<file path="src/rtl/div_pkg.sv">
`default_nettype none
// ============================================================================
// Module   : div_pkg
// Brief    : Shared types and constants for the iterative divider.
// Revision : 1.0
// ============================================================================
package div_pkg;

  typedef enum logic [1:0] {
    S_IDLE = 2'd0,
    S_BUSY = 2'd1,
    S_DONE = 2'd2
  } div_state_e;

  localparam int DIV_MAX_W = 64;
  localparam logic [DIV_MAX_W-1:0] DIV_ZERO_QUOT = '1;

  function automatic int div_cnt_width(input int w);
    return $clog2(w) + 1;
  endfunction

endpackage
`default_nettype wire

</file>
<file path="src/rtl/div_step.sv">
`default_nettype none
// ============================================================================
// Module   : div_step
// Brief    : One combinational restoring-division iteration.
// Revision : 1.0
// ============================================================================
module div_step #(
  parameter int WIDTH = 32
) (
  input  logic [WIDTH-1:0] i_rem,
  input  logic [WIDTH-1:0] i_quo,
  input  logic [WIDTH-1:0] i_dvs,
  output logic [WIDTH-1:0] o_rem,
  output logic [WIDTH-1:0] o_quo
);

  logic [WIDTH:0] w_shift;
  logic [WIDTH:0] w_trial;

  // Partial remainder is always below the divisor, so WIDTH+1 bits cannot overflow.
  assign w_shift = {i_rem, i_quo[WIDTH-1]};
  assign w_trial = w_shift - {1'b0, i_dvs};

  assign o_rem = w_trial[WIDTH] ? w_shift[WIDTH-1:0] : w_trial[WIDTH-1:0];
  assign o_quo = {i_quo[WIDTH-2:0], ~w_trial[WIDTH]};

endmodule
`default_nettype wire

</file>
<file path="src/rtl/div32_iter.sv">
`default_nettype none
// ============================================================================
// Module   : div32_iter
// Brief    : Iterative restoring divider, one quotient bit per clock.
//            Optional abort input enabled by defining DIV32_ABORT_EN.
// Revision : 1.0
// ============================================================================
module div32_iter
  import div_pkg::*;
#(
  parameter int WIDTH = 32
) (
  input  logic             clk,
  input  logic             rst_n,
  input  logic             start,
  input  logic             is_signed,
  input  logic [WIDTH-1:0] dividend,
  input  logic [WIDTH-1:0] divisor,
`ifdef DIV32_ABORT_EN
  input  logic             abort,
`endif
  output logic             busy,
  output logic             done,
  output logic [WIDTH-1:0] quotient,
  output logic [WIDTH-1:0] remainder,
  output logic             div_by_zero
);

  localparam int CW = div_cnt_width(WIDTH);

  div_state_e       r_state;
  div_state_e       w_state_nxt;
  logic [WIDTH-1:0] r_rem;
  logic [WIDTH-1:0] r_quo;
  logic [WIDTH-1:0] r_dvs;
  logic [CW-1:0]    r_cnt;
  logic             r_neg_q;
  logic             r_neg_r;
  logic [WIDTH-1:0] r_quotient;
  logic [WIDTH-1:0] r_remainder;
  logic             r_dbz;

  logic             w_accept;
  logic             w_dvs_zero;
  logic             w_last;
  logic             w_abort;
  logic             w_dvd_neg;
  logic             w_dvs_neg;
  logic [WIDTH-1:0] w_dvd_mag;
  logic [WIDTH-1:0] w_dvs_mag;
  logic [WIDTH-1:0] w_rem_nxt;
  logic [WIDTH-1:0] w_quo_nxt;
  logic [WIDTH-1:0] w_quo_fix;
  logic [WIDTH-1:0] w_rem_fix;

  assign w_accept   = start && (r_state != S_BUSY);
  assign w_dvs_zero = (divisor == '0);
  assign w_last     = (r_state == S_BUSY) && (r_cnt == CW'(WIDTH - 1));

`ifdef DIV32_ABORT_EN
  assign w_abort = abort && (r_state == S_BUSY);
`else
  assign w_abort = 1'b0;
`endif

  assign w_dvd_neg = is_signed & dividend[WIDTH-1];
  assign w_dvs_neg = is_signed & divisor[WIDTH-1];
  assign w_dvd_mag = w_dvd_neg ? ('0 - dividend) : dividend;
  assign w_dvs_mag = w_dvs_neg ? ('0 - divisor)  : divisor;

  div_step #(.WIDTH(WIDTH)) u_step (
    .i_rem (r_rem),
    .i_quo (r_quo),
    .i_dvs (r_dvs),
    .o_rem (w_rem_nxt),
    .o_quo (w_quo_nxt)
  );

  assign w_quo_fix = r_neg_q ? ('0 - w_quo_nxt) : w_quo_nxt;
  assign w_rem_fix = r_neg_r ? ('0 - w_rem_nxt) : w_rem_nxt;

  always_ff @(posedge clk or negedge rst_n) begin
    if (!rst_n) r_state <= S_IDLE;
    else        r_state <= w_state_nxt;
  end

  always_comb begin
    w_state_nxt = r_state;
    if (w_accept) begin
      w_state_nxt = w_dvs_zero ? S_DONE : S_BUSY;
    end else begin
      case (r_state)
        S_BUSY: begin
          if (w_abort)     w_state_nxt = S_IDLE;
          else if (w_last) w_state_nxt = S_DONE;
        end
        S_DONE:  w_state_nxt = S_IDLE;
        default: w_state_nxt = S_IDLE;
      endcase
    end
  end

  always_ff @(posedge clk or negedge rst_n) begin
    if (!rst_n) begin
      r_rem       <= '0;
      r_quo       <= '0;
      r_dvs       <= '0;
      r_cnt       <= '0;
      r_neg_q     <= 1'b0;
      r_neg_r     <= 1'b0;
      r_quotient  <= '0;
      r_remainder <= '0;
      r_dbz       <= 1'b0;
    end else if (w_accept) begin
      r_rem   <= '0;
      r_quo   <= w_dvd_mag;
      r_dvs   <= w_dvs_mag;
      r_cnt   <= '0;
      r_neg_q <= w_dvd_neg ^ w_dvs_neg;
      r_neg_r <= w_dvd_neg;
      // Zero divisor skips iteration and publishes the fixed result at once.
      if (w_dvs_zero) begin
        r_quotient  <= DIV_ZERO_QUOT[WIDTH-1:0];
        r_remainder <= dividend;
        r_dbz       <= 1'b1;
      end
    end else if ((r_state == S_BUSY) && !w_abort) begin
      r_rem <= w_rem_nxt;
      r_quo <= w_quo_nxt;
      r_cnt <= r_cnt + CW'(1);
      if (w_last) begin
        r_quotient  <= w_quo_fix;
        r_remainder <= w_rem_fix;
        r_dbz       <= 1'b0;
      end
    end
  end

  assign busy        = (r_state == S_BUSY);
  assign done        = (r_state == S_DONE);
  assign quotient    = r_quotient;
  assign remainder   = r_remainder;
  assign div_by_zero = r_dbz;

endmodule
`default_nettype wire

</file>
<file path="config.mk">
export PLATFORM = sky130hd
export DESIGN_NAME = div32_iter
export DESIGN_NICKNAME = d
export VERILOG_FILES = /design/src/rtl/div_pkg.sv /design/src/rtl/div_step.sv /design/src/rtl/div32_iter.sv
export SDC_FILE = /design/constraint.sdc
export NUM_CORES = 1
export LEC_CHECK = 0
export ABC_AREA = 0
export CAP_MARGIN = 5
export CORE_ASPECT_RATIO = 1.4
export CORE_UTILIZATION = 62
export DETAILED_ROUTE_END_ITERATION = 10
export HOLD_SLACK_MARGIN = 0.06
export PLACE_DENSITY = 0.95
export SYNTH_ARGS = -nofsm -noshare
export SYNTH_HDL_FRONTEND = slang
export SYNTH_SLANG_ARGS = --single-unit
</file>
<file path="constraint.sdc">
create_clock -name clk -period 12.7 [get_ports clk]
set_input_delay 2.54 -clock clk [delete_from_list [all_inputs] [get_ports clk]]
set_output_delay 2.54 -clock clk [all_outputs]
set_load 0.005 [all_outputs]
</file>
Word level (Yosys, flattened, before mapping)

Index checks and enable logic that the tools add are counted.
W data, S select, Z words.

Latch bits: 0
Memories kept: 0
ROM bits: 0
Input bits: 68
RAM bits: 0
Word-level logic and storage cells: 59
Flip-flop bits (word level): 171

$mul: 0
Magnitude comparators: 0
Div/mod/pow operators: 0
Muxes and demuxes: 27
Equality and inequality tests: 6
Reduce and logical (&&, ||, !) cells: 6
Bitwise operators: 4
Shift operators: 0
Add/subtract/negate cells: 6

Operators with widths:

| cell                    | count |
|---|---|
| $mux W32                | 17 |
| $sub A1 B32 Y32 const A | 4 |
| $sub A33 B32 Y33        | 1 |
| $logic_not A32 Y1       | 1 |
| $mux W6                 | 2 |
| $mux W2                 | 4 |
| $add A6 B1 Y6 const B   | 1 |
| $eq A6 B5 Y1 const B    | 1 |
| $mux W1                 | 4 |
| $ne A2 B1 Y1 const B    | 2 |
| $reduce_bool A2 Y1      | 2 |
| $ne A3 B1 Y1 const B    | 1 |
| $reduce_and A3 Y1       | 1 |
| $and A1 B1 Y1           | 2 |
| $eq A2 B1 Y1 const B    | 1 |
| $eq A2 B2 Y1 const B    | 1 |
| $logic_and A1 B1 Y1     | 2 |
| $not A1 Y1              | 1 |
| $xor A1 B1 Y1           | 1 |

Depth between registers and ports, before layout

Depth in word-level cells: 7
Mapped depth: 24
Mapped depth without buffers: 22

Modules after synthesis

A second synthesis with hierarchy kept.

Cells, all modules: 1458
Area total of the unflattened synthesis: 12261.8 um^2

Modules (own cells, without submodules):

| module     | times used | area each (um^2) | cells an instance |
|---|---|---|---|
| div32_iter | 1          | 9670.5           | 1122 |
| div_step   | 1          | 2591.2           | 336 |

Worst setup path after synthesis

Ideal clock, no wire load.

Path kind: input port to flip-flop
From: in divisor[2]
To: reg r_remainder[4], in the netlist remainder[4]
Required time: 12.566 ns
Path buffers: 2
Cell stages on the path: 12
Library setup time: 0.134 ns
Setup slack: 7.305 ns
Data arrival time: 5.260 ns
Cell sequence: nor4_1 and2_1 or3b_1 nor2_1 nand3_1 or3_1 nor4_4 nor2_1 clkbuf_1 clkbuf_1 a21oi_1 o21ai_0

Longest elaborated chain between the ends: 3

RTL lines:

| what                               | RTL line          | source |
|---|---|---|
| start: declaration                 | div32_iter.sv:18  | `input logic [WIDTH-1:0] divisor,` |
| $logic_not A32 Y1                  | div32_iter.sv:57  | `assign w_dvs_zero = (divisor == '0);` |
| $ne A2 B1 Y1 (no source line)      | --                |  |
| $reduce_and A3 Y1 (no source line) | --                |  |
| end signal: assignment             | div32_iter.sv:124 | `r_remainder <= dividend;` |
| end signal: assignment             | div32_iter.sv:133 | `r_remainder <= w_rem_fix;` |
| end: declaration                   | div32_iter.sv:40  | `logic [WIDTH-1:0] r_remainder;` |

Every way passes these cells.
A chain may end at the register's enable or synchronous reset.

Worst setup path in the final report

From: in divisor[2]
To: reg r_remainder[27], in the netlist remainder[27]

Same word-level chain as after synthesis.

==> metrics.log <==
[metrics] Net Sw Power: 1.85 mW
[metrics] clock tree root buffer cell: sky130_fd_sc_hd__clkbuf_16
[metrics] Most used DFF post-synth: sky130_fd_sc_hd__dfrtp_1
[metrics] Die Y: 167 um
[metrics] initial antenna violation count: 1
[metrics] Worst VDD drop: 0.000140 V
[metrics] leakage power figure: 5.94 nW
[metrics] proportion of synthesized chip area in sequential cells: 35.4%
[metrics] synthesized netlist net count: 1594
[metrics] nets: 1671
[metrics] Final setup viols: 0
[metrics] length of the first detailed-routing pass in iterations: 8
[metrics] average detailed-routed wire length per instance: 19.6 um
[metrics] largest fanout on the critical path: 35
[metrics] first-pass GRT wire length: 57500 um
[metrics] worst rel slew slack: 15.2%
[metrics] area of the die: 20100 um2
[metrics] count of final hold-check violations: 0
[metrics] portion of the clock cycle consumed by the worst path in the final layout: 55.5%
[metrics] global-route usage over all layers: 36.7%
[metrics] critical path start-end classification: input port to register
[metrics] number of global-route vias before repair: 11.4k
[metrics] total negative setup slack: 0 ns
[metrics] # DRC: 0
[metrics] Std-Cell Rows: 60
[metrics] remaining antenna violation count: 0
[metrics] kind of start point of the critical path: input port
[metrics] number of enable-type register cells in the synthesized netlist: 0
[metrics] starting density of the core: 63.2%
[metrics] pre-CTS setup slack: 5.29 ns
[metrics] worst slew pin tran: 1.26 ns
[metrics] post-layout min period: 7.05 ns
[metrics] data required time at the worst endpoint: 13.05 ns
[metrics] Worst Skew: 0.00947 ns
[metrics] clock tree from TritonCTS: built
[metrics] number of max-slew violations in the final report: 0
[metrics] most used cells in the layout excluding fill and tap cells: sky130_fd_sc_hd__o21ai_0, sky130_fd_sc_hd__nand2_1, sky130_fd_sc_hd__dfrtp_1
[metrics] count of pins on the block boundary: 135
[metrics] final setup slack of the worst path: 5.65 ns
[metrics] flip-flop and latch count after synthesis: 171
[metrics] Fmax: 142 MHz
[metrics] clock-pin slew reported for the worst setup and hold paths after clock tree synthesis: 0.07 ns
[metrics] synthesized area divided by synthesized cell count: 8.13 um2
[metrics] clock power share: 14.0%
[metrics] Mapped Cells: 1488
[metrics] power density over cell area: 266 nW/um2
[metrics] startpoint of the most critical hold path: r_dvs[11]
[metrics] die width: 120 um
[metrics] pin count of the biggest net entering global routing: 118
[metrics] share of async-settable or async-resettable flops after synthesis: 100%
[metrics] Int Pwr: 1.90 mW
[metrics] CTS buffer count: 17
[metrics] worst hold path stage count: 2
[metrics] cells traversed along the worst timing path: clkdlybuf4s50_1 -> nor4_1 -> and2_1 -> or3b_1 -> nor2_1 -> nand3_1 -> or3_1 -> nor4_4 -> nor2_2 -> buf_4 -> inv_1 -> buf_4 -> and3_1 -> a211oi_1 -> o21ai_0
[metrics] tightest hold margin: 0.476 ns
[metrics] cell mode on critical path: sky130_fd_sc_hd__buf_4
[metrics] core box area: 19100 um2
[metrics] Detailed Route Iter0 Violations: 1458
[metrics] number of vias after detailed routing: 11.8k
[metrics] number of cells upsized or downsized after cts: 0
[metrics] maximum buffer depth of the clock tree: 2
[metrics] worst hold endpoint: r_dvs[11]
[metrics] data arrival time of the worst path: 7.40 ns
[metrics] synth warn: 0
[metrics] Num Clock Sinks: 171
[metrics] capturing element type of the critical path: register
[metrics] Hold/Removal Path Class: register to register
[metrics] Max stage delay on crit path: 0.86 ns
[metrics] share of post-route cells with drive strength above 1: 4.75%
[metrics] final weighted congestion of routability-driven global placement: 0.973
[metrics] grt total ovfl: 0
[metrics] Reg2Reg Depth: 21
[metrics] Syn Std Cell Area: 12100 um2
[metrics] launch instance of the worst register-to-register path: r_quo[31]
[metrics] most common cell after layout, fill and taps aside: sky130_fd_sc_hd__o21ai_0
[metrics] max-cap viol count: 0
[metrics] via-per-instance ratio: 6.47
[metrics] total of buffers placed on input and output ports: 134
[metrics] R2R Setup Slk: 5.71 ns
[metrics] result of the run: completed
[metrics] latest clock arrival within the worst-skew pair: 0.44 ns
[metrics] Reg-to-Reg End: remainder[28]
[metrics] Post CTS Setup Buffer Count: 0
[metrics] Synth-to-Final Area Change: 16.4%
[metrics] slowest CP cell: sky130_fd_sc_hd__nor4_4
[metrics] switching part of the total power: 49.4%
[metrics] quantity of hold-fixing buffers added after cts: 0
[metrics] Clock H-tree levels: 4
[metrics] number of diodes added for antenna fixing: 0
[metrics] unrepaired setup endpoints after global routing: no
[metrics] Flop pwr share: 24.7%
[metrics] WL final: 35800 um
[metrics] portion of total power attributed to combinational logic: 61.3%
[metrics] Synth cell types: 73
[metrics] DPL Wire Length: 25300 um
## layer usage
layer	share of wire, %	GRT usage, %	up-vias
met5	0.028	0	-
met1	36	41.7	5466
met2	47	59.3	734
li1	-	-	5431
met3	9.4	8.48	186
met4	7.7	28.0	2
## registers in the layout (all words and copies together), names as in the netlist
register,flops
div_by_zero,1
quotient,32
r_cnt,6
r_dvs,32
r_neg_q,1
r_neg_r,1
r_quo,32
r_rem,32
r_state,2
remainder,32
## worst max-delay path by stage
stage,startpoint,to,slack (ns),cells after the start
after detailed placement,divisor[2],remainder[27],5.29,15
after global routing,divisor[6],remainder[19],5.33,15
after global placement,divisor[2],remainder[27],5.53,15
after floorplan,divisor[2],remainder[4],7.31,12
after CTS,divisor[2],remainder[27],5.76,15
final,divisor[2],remainder[27],5.65,15
## cells in the mapped netlist, types with 10 or more instances
master,count,area share (%)
sky130_fd_sc_hd__nand3_1,19,0.79
sky130_fd_sc_hd__nor4_1,20,1.0
sky130_fd_sc_hd__nand2b_1,12,0.62
sky130_fd_sc_hd__a21o_1,12,0.74
sky130_fd_sc_hd__xnor2_1,55,4.0
sky130_fd_sc_hd__or4_1,10,0.62
sky130_fd_sc_hd__buf_2,13,0.54
sky130_fd_sc_hd__a21oi_1,133,5.5
sky130_fd_sc_hd__ha_1,37,3.8
sky130_fd_sc_hd__or3_1,15,0.78
sky130_fd_sc_hd__mux2i_1,42,3.5
sky130_fd_sc_hd__nor3_1,36,1.5
sky130_fd_sc_hd__a31oi_1,14,0.72
sky130_fd_sc_hd__nand2_1,182,5.6
sky130_fd_sc_hd__and2_1,12,0.62
sky130_fd_sc_hd__nor2b_1,14,0.72
sky130_fd_sc_hd__o31ai_1,29,1.8
sky130_fd_sc_hd__nor2_1,100,3.1
sky130_fd_sc_hd__o21ai_0,205,8.5
sky130_fd_sc_hd__dfrtp_1,171,35
sky130_fd_sc_hd__xor2_1,86,6.2
sky130_fd_sc_hd__inv_1,53,1.6
sky130_fd_sc_hd__clkbuf_1,62,1.9
sky130_fd_sc_hd__nand3b_1,35,2.2
## critical path: cells and delay by family
family | cells | cell delay (ns)
AO/OA/AOI/OAI | 2 | 0.15
AND/OR/NAND/NOR | 9 | 3.01
buffers and inverters | 4 | 1.68
## power groups by stage
stage / combinational [mW] / sequential (mW) / clock, mW
after floorplan: 1.65 / 0.855 / 0
after global placement: 2.07 / 0.911 / 0
after detailed placement: 2.17 / 0.922 / 0
after CTS: 2.21 / 0.915 / 0.528
after global routing: 2.50 / 0.946 / 0.551
final: 2.30 / 0.926 / 0.527
## cell type report
cell class	count	area (um2)
Multi-Input combinational cell	1176	7290
Clock buffer	20	467
Inverter	55	206
Clock inverter	12	126
Tap cell	248	310
Timing Repair Buffer	144	1410
Sequential cell	171	4280
Fill cell	1366	5050
## through the flow
step | instances | util, % | power (mW) | instance area (um2)
2_1_floorplan | 1488 | - | 2.51 | 12100
3_3_place_gp | 1794 | 70.5 | 2.98 | 13500
3_5_place_dp | 1794 | 70.5 | 3.09 | 13500
4_1_cts | 1826 | 73.6 | 3.65 | 14100
5_1_grt | 1826 | 73.6 | 3.99 | 14100
6_report | 1826 | 73.6 | 3.75 | 14100
## kinds of logic after synthesis
family,count (synthesis),share of synthesized area [%]
multiplexers,45,3.75
flip-flops,171,35.4
AO/OA/AOI/OAI,459,22.2
AND/OR/NAND/NOR,493,20.0
adder cells (fa/ha/maj),38,3.99
buffers and inverters,141,4.57
XOR/XNOR,141,10.2
No activity file was read; power rests on OpenSTA's default activity.
